**config.mk**
```make
export PLATFORM = sky130hd
export DESIGN_NAME = relu_chunk_sequencer
export DESIGN_NICKNAME = d
export VERILOG_FILES = /design/src/rtl/relu_chunk_sequencer.sv
export SDC_FILE = /design/constraint.sdc
export NUM_CORES = 1
export LEC_CHECK = 0
export BUFFER_PORTS_ARGS = -buffer_cell sky130_fd_sc_hd__buf_2
export CORE_AREA = 5 5 145 286
export DETAILED_ROUTE_END_ITERATION = 7
export DIE_AREA = 0 0 150 291
export GPL_ROUTABILITY_DRIVEN = 0
export GPL_TIMING_DRIVEN = 0
export PLACE_DENSITY_LB_ADDON = 0.05
export SETUP_SLACK_MARGIN = 0.15
export SLEW_MARGIN = 15
export SYNTH_ARGS = -nofsm -noshare
export SYNTH_HDL_FRONTEND = slang
export SYNTH_SLANG_ARGS = --single-unit
```
**constraint.sdc**
```tcl
create_clock -name clk -period 12.37 [get_ports clk]
set_input_delay 0.6185 -clock clk [delete_from_list [all_inputs] [get_ports clk]]
set_output_delay 0.6185 -clock clk [all_outputs]
set_load 0.005 [all_outputs]
```
**src/rtl/relu_chunk_sequencer.sv**
```systemverilog
// rtl/relu_chunk_sequencer.sv - streams a layer vector through a shared NUM_LANES-wide ReLU stage chunk by chunk
module relu_chunk_sequencer #(
  parameter int DATA_WIDTH  = 16,
  parameter int NUM_NEURONS = 12,
  parameter int NUM_LANES   = 3,
  localparam int NUM_CHUNKS = (NUM_NEURONS + NUM_LANES - 1) / NUM_LANES,
  localparam int IDX_W      = (NUM_CHUNKS > 1) ? $clog2(NUM_CHUNKS) : 1
) (
  input  logic                              clk,
  input  logic                              rst,
  input  logic                              IN_VALID,
  output logic                              IN_READY,
  input  logic [DATA_WIDTH*NUM_NEURONS-1:0] IN_BITS,
  output logic                              RELU_IN_VALID,
  output logic [DATA_WIDTH*NUM_LANES-1:0]   RELU_IN_BITS,
  input  logic                              RELU_OUT_VALID,
  input  logic [DATA_WIDTH*NUM_LANES-1:0]   RELU_OUT_BITS,
  output logic                              OUT_VALID,
  input  logic                              OUT_READY,
  output logic [DATA_WIDTH*NUM_NEURONS-1:0] OUT_BITS,
  output logic                              BUSY,
  output logic [IDX_W-1:0]                  CHUNK_IDX
);

  localparam int VEC_BITS   = DATA_WIDTH * NUM_NEURONS;
  localparam int CHUNK_BITS = DATA_WIDTH * NUM_LANES;

  typedef enum logic [1:0] {S_IDLE, S_ISSUE, S_WAIT, S_DONE} state_t;

  state_t                  state_q;
  logic                    in_ready_q;
  logic                    relu_in_valid_q;
  logic [CHUNK_BITS-1:0]   relu_in_bits_q;
  logic                    out_valid_q;
  logic [VEC_BITS-1:0]     out_bits_q;
  logic [VEC_BITS-1:0]     in_buf_q;
  logic                    busy_q;
  logic [IDX_W-1:0]        chunk_idx_q;
  logic [IDX_W-1:0]        chunk_inc_d;
  logic                    last_chunk_d;

  assign chunk_inc_d  = chunk_idx_q + IDX_W'(1);
  assign last_chunk_d = (chunk_idx_q == IDX_W'(NUM_CHUNKS - 1));

  // Lanes that fall past the last neuron stay zero.
  function automatic logic [CHUNK_BITS-1:0] chunk_of(input logic [VEC_BITS-1:0] vec,
                                                     input logic [IDX_W-1:0]    idx);
    logic [CHUNK_BITS-1:0] r;
    r = '0;
    for (int n = 0; n < NUM_NEURONS; n++) begin
      if (IDX_W'(n / NUM_LANES) == idx)
        r[(n % NUM_LANES)*DATA_WIDTH +: DATA_WIDTH] = vec[n*DATA_WIDTH +: DATA_WIDTH];
    end
    return r;
  endfunction

  always_ff @(posedge clk or posedge rst) begin
    if (rst) begin
      state_q         <= S_IDLE;
      in_ready_q      <= 1'b0;
      relu_in_valid_q <= 1'b0;
      relu_in_bits_q  <= '0;
      out_valid_q     <= 1'b0;
      out_bits_q      <= '0;
      in_buf_q        <= '0;
      busy_q          <= 1'b0;
      chunk_idx_q     <= '0;
    end else begin
      case (state_q)
        S_IDLE: begin
          in_ready_q <= 1'b1;
          if (IN_VALID && in_ready_q) begin
            in_buf_q        <= IN_BITS;
            chunk_idx_q     <= '0;
            in_ready_q      <= 1'b0;
            relu_in_bits_q  <= chunk_of(IN_BITS, '0);
            relu_in_valid_q <= 1'b1;
            busy_q          <= 1'b1;
            state_q         <= S_ISSUE;
          end
        end
        S_ISSUE: begin
          relu_in_valid_q <= 1'b0;
          state_q         <= S_WAIT;
        end
        S_WAIT: begin
          if (RELU_OUT_VALID) begin
            for (int n = 0; n < NUM_NEURONS; n++) begin
              if (IDX_W'(n / NUM_LANES) == chunk_idx_q)
                out_bits_q[n*DATA_WIDTH +: DATA_WIDTH] <=
                  RELU_OUT_BITS[(n % NUM_LANES)*DATA_WIDTH +: DATA_WIDTH];
            end
            if (last_chunk_d) begin
              out_valid_q <= 1'b1;
              state_q     <= S_DONE;
            end else begin
              chunk_idx_q     <= chunk_inc_d;
              relu_in_bits_q  <= chunk_of(in_buf_q, chunk_inc_d);
              relu_in_valid_q <= 1'b1;
              state_q         <= S_ISSUE;
            end
          end
        end
        S_DONE: begin
          // IN_READY comes back together with IDLE so a waiting vector is taken one cycle later.
          if (OUT_READY) begin
            out_valid_q <= 1'b0;
            busy_q      <= 1'b0;
            in_ready_q  <= 1'b1;
            state_q     <= S_IDLE;
          end
        end
        default: state_q <= S_IDLE;
      endcase
    end
  end

  assign IN_READY      = in_ready_q;
  assign RELU_IN_VALID = relu_in_valid_q;
  assign RELU_IN_BITS  = relu_in_bits_q;
  assign OUT_VALID     = out_valid_q;
  assign OUT_BITS      = out_bits_q;
  assign BUSY          = busy_q;
  assign CHUNK_IDX     = chunk_idx_q;

endmodule

```
**After elaboration in Yosys (flattened, before gate mapping)**

Index checks and enable logic that the tools add are counted.

- Add/subtract/negate cells: 1
- Eq/ne operators: 15
- Mux-type cells: 37
- Reduce and logical (&&, ||, !) cells: 19

Operators by type and width:

| operator | count |
|---|---|
| $mux 16 | 12 |
| $mux 48 | 3 |
| $pmux 48 s2 | 1 |
| $reduce_and 3->1 | 6 |
| $mux 2 | 7 |
| $reduce_and 4->1 | 3 |
| $ne 2x2->1 const B | 5 |
| $eq 2x2->1 const A | 4 |
| $mux 1 | 8 |
| $pmux 2 s4 | 1 |
| $eq 2x2->1 const B | 3 |
| $logic_not 2->1 | 3 |
| $pmux 1 s2 | 3 |
| $reduce_bool 2->1 | 3 |
| $eq 1x2->1 const A | 2 |
| $pmux 2 s2 | 1 |
| $reduce_and 2->1 | 2 |
| $pmux 1 s3 | 1 |
| $reduce_bool 3->1 | 1 |
| $add 2x1->2 const B | 1 |
| $eq 2x1->1 const B | 1 |
| $logic_and 1x1->1 | 1 |

- Register bits: 440
- Input port bits: 245
- Output and inout bits: 246
- Logic and storage cells: 84

**Longest topological paths before layout**

- Depth in word-level cells: 9
- Gate-level depth with buffers: 9
- Depth with buffers taken out: 6

**Worst setup path after synthesis**

OpenSTA, ideal clock, no wires.

- Kind: register -> register
- From: register chunk_idx_q[0], in the netlist CHUNK_IDX[0]
- To: register relu_in_bits_q[31], in the netlist RELU_IN_BITS[31]
- Library setup time: 0.130 ns
- Data arrival time: 1.803 ns
- Data required time: 12.240 ns
- Setup slack: 10.437 ns
- Stages on the path, launching flop included: 9
- Buffers on the path: 2
- Clock period less this slack: 1.933 ns
- Cell sequence: dfrtp_1 inv_1 ha_1 nor2_1 clkbuf_1 buf_1 o211ai_1 o2111ai_1 a31oi_1

- Longest elaborated chain between the ends: 9
- Elaborated cells on any way between the ends: 15
- Those cells by class: add/sub (1); eq/ne (5); mux (7); reduce/logical (2)

Ends and longest elaborated chain:

| element | line | RTL |
|---|---|---|
| start, declared | 38 | `logic [IDX_W-1:0] chunk_idx_q;` |
| start signal, assigned | 97 | `chunk_idx_q <= chunk_inc_d;` |
| $add 2x1->2 | 42 | `assign chunk_inc_d = chunk_idx_q + IDX_W'(1);` |
| $logic_not 2->1 | 51 | `if (IDX_W'(n / NUM_LANES) == idx)` |
| $mux 16 (4 in series) | 51 |  |
| $mux 48 | 93 | `if (last_chunk_d) begin` |
| $mux 48 | 87 | `if (RELU_OUT_VALID) begin` |
| $pmux 48 s2 | 69 | `case (state_q)` |
| end signal, assigned | 76 | `relu_in_bits_q <= chunk_of(IN_BITS, '0);` |
| end signal, assigned | 98 | `relu_in_bits_q <= chunk_of(in_buf_q, chunk_inc_d);` |
| end, declared | 33 | `logic [CHUNK_BITS-1:0] relu_in_bits_q;` |

Several ways; a longest one is shown, not always the timed one. The select of a mux whose other input is x is not followed.
A chain may end at the register's enable or synchronous reset.

**Final worst setup path**

- From: register chunk_idx_q[0], in the netlist CHUNK_IDX[0]
- To: register relu_in_bits_q[45], in the netlist RELU_IN_BITS[45]

The elaborated chain is that of the path after synthesis.

==> reports/qor.yml <==
final_cell_count_no_fill: 2467
setup_viol: 0
clockBufferDepth: 3
num_vias: 13179
syn_area_per_cell_um2: 13.6
drt_iter0_drc: 655
synth_cells: 1353
cap_violations: 0
ys_seq_elements: 440
synth_compound_area_share_pct: 6.31
max_freq_ghz: 0.358
synth_nets: 1606
synth_cell_types: 27
min_period_over_period_pct: 22.6
grt_setup_unrepaired: "no"
die_y_um: 291
finClkSkew_ps: 18.4
worst_pin_slew_ps: 680
synthFlopType: "dfrtp_1"
die_area_um2: 43700
ioPinCount: 491
finalMaxSlewViolations: 0
worstSetupEndpointType: "flop"
async_reset_ff_share_pct: 100
p_leak_nw: 10.9
rows: 103
synth_edf_count: 0
cts_setup_buffers: 0
r2r-start: "CHUNK_IDX[0]"
wl_per_cell_um: 22.5
power_switching_w: 0.00210
grt_pass1_wl_um: 84600
status: "complete, no violations"
numCtsBuffers: 41
slowest_stage: "buf_1"
path_class: "flop to flop"
coreArea_um2: 39200
tns_ps: 0
antenna_found_initial: 15
synth.mux.area_fraction_pct: 23.6
irDropWorstVdd_uv: 133
hpwl_um: 41500
grt_start_max_net_pins: 40
synth-simple-area-share_pct: 6.76
areaGrowthSynthToFinish_pct: 26.0
slew_headroom_pct: 54.7
p_sw_share_pct: 34.3
cts_max_level: 2
dp.cells: 2380
grt_util_all_layers_pct: 25.2
viasPerCell: 5.34
syn_area_um2: 18400
crit_top_cell: "clkbuf_1"
initial_core_util_pct: 47.1
worstPathRequired_ps: 12780
clock_latency_ps: 550
synthXorXnorAreaFrac_pct: 0
pwr-share-clk_pct: 21.2
nets: 2151
p_seq_share_pct: 41.1
overflow: 0
wl_um: 55500
ys_seq_area_share_pct: 59.7
drive_gt1_share_pct: 44.7
power_w: 0.00613
io_buffers: 489
synth_top_family_by_area: "multiplexers"
cp_cell_sequence: "inv_1, ha_1, clkbuf_1, clkbuf_1, buf_1, o211ai_1, o2111ai_1, a31oi_1"
startpoint: "CHUNK_IDX[0]"
cp.arrival_ps: 3200
path_max_fanout: 10
cts-resized-gates: 0
powerDensity_nw_per_um2: 264
r2r_slack_ps: 9580
holdCritPathClass: "primary input to asynchronous set/reset pin"
drc: 0
synth_fa_ha_area_share_pct: 0.543
yosysWarningCount: 0
grt_pass1_vias: 13929
reg2reg_depth: 8
ant_nets: 0
hold_viol_final: 0
endpoint: "RELU_IN_BITS[45]"
postCtsHoldBufs: 0
die_w_um: 150
post-route-min-period_ps: 2790
p_int_w: 0.00403
cts_root_buf: "clkbuf_16"
cts.sinks: 440
start_kind: "flop"
critPathMaxStageDelay_ps: 550
firstDrtPassIters: 5
cts.clk_slew.worst_paths_ps: 60
r2r_end: "RELU_IN_BITS[45]"
cts_tree: "yes"
combPwrFrac_pct: 37.7
## metrics by stage
stage	utilization (%)	hold slack, ps	instance area, µm²	worst slack (ps)
4_1_cts	59.2	79.3	23200	9570
3_5_place_dp	55.7	468	21800	9610
5_1_grt	59.3	109	23200	9440
6_report	59.3	104	23200	9580
2_1_floorplan	-	448	18500	5810
3_3_place_gp	55.0	462	21600	3560
## synth_stat cells, types with 27 or more instances
| cell | count | area [µm²] |
|---|---|---|
| dfrtp_1 | 440 | 11000 |
| mux2_2 | 220 | 2480 |
| mux2_1 | 154 | 1730 |
| nand2_1 | 102 | 383 |
| nand2b_1 | 97 | 607 |
| nor2_1 | 52 | 195 |
| a31oi_1 | 51 | 319 |
| o2111ai_1 | 48 | 420 |
| o211ai_1 | 48 | 360 |
| clkbuf_1 | 33 | 124 |
| buf_4 | 30 | 225 |
| buf_2 | 27 | 135 |
## placed cells by master (no fill, tap or decap), drive strengths merged, types with 2 or more instances in the layout
cell type / instances
o211ai: 48
clkinvlp: 2
buf: 567
nand3: 7
nor2: 52
mux2: 384
diode: 12
a21oi: 2
ha: 8
inv: 6
a31oi: 51
nand2b: 97
nand2: 102
o2111ai: 48
clkinv: 7
clkbuf: 96
dfrtp: 440
bufinv: 2
o21ai: 6
## state kept, by name (all words and copies together) (netlist names)
name	count
BUSY	1
RELU_IN_BITS	48
RELU_IN_VALID	1
CHUNK_IDX	2
OUT_VALID	1
in_buf_q	192
OUT_BITS	192
state_q	2
IN_READY	1
## layout make-up
type,count,area [µm²]
Tap cell,525,657
Antenna cell,12,30.0
Clock buffer,63,1260
Multi-Input combinational cell,810,6870
Timing Repair Buffer,502,2720
Sequential cell,440,11000
Clock inverter,12,124
Buffer,98,544
Fill cell,3330,15900
Inverter,5,22.5
## logic make-up (layout without fill, tap and decap cells)
group                      after synthesis  after routing
DFF                                    440            440
muxes                                  384            384
AOI/OAI and AO/OA                      158            158
buffers and inverters                  103            680
adders and majority gates                8              8
and+or+nand+nor                        260            260
other                                    0             12
## how the worst min path moves through the flow
stage                   from             to  slack (ps)  cells past startpoint
3_3_place_gp   in_buf_q[166]  in_buf_q[166]         460                      1
3_5_place_dp   in_buf_q[181]  in_buf_q[181]         470                      1
6_report                 rst  in_buf_q[149]         100                      2
5_1_grt                  rst  in_buf_q[149]         110                      2
4_1_cts                  rst  in_buf_q[149]          80                      2
2_1_floorplan  in_buf_q[145]  in_buf_q[145]         450                      1
## power by group through the flow
stage / clock network [W] / registers, W / logic, W
3_3_place_gp: 0 / 0.00252 / 0.00228
5_1_grt: 0.00139 / 0.00260 / 0.00252
6_report: 0.00130 / 0.00252 / 0.00231
4_1_cts: 0.00133 / 0.00252 / 0.00235
3_5_place_dp: 0 / 0.00253 / 0.00234
2_1_floorplan: 0 / 0.00249 / 0.00136
## critical path, delay by kind of cell (launching register included)
family,cells,cell delay [ps]
AOI/OAI and AO/OA,3,480
buffers and inverters,4,1540
adders and majority gates,1,170
DFF,1,450
## per-layer routing
| metal | global-route usage (%) | wire length (µm) | up-vias |
|---|---|---|---|
| li1 | - | - | 5915 |
| met1 | 33.2 | 22600 | 6643 |
| met2 | 39.3 | 26100 | 490 |
| met3 | 6.01 | 4040 | 121 |
| met4 | 11.6 | 2700 | 10 |
| met5 | 0 | 69 | - |
(Power assumes the default switching activity.)
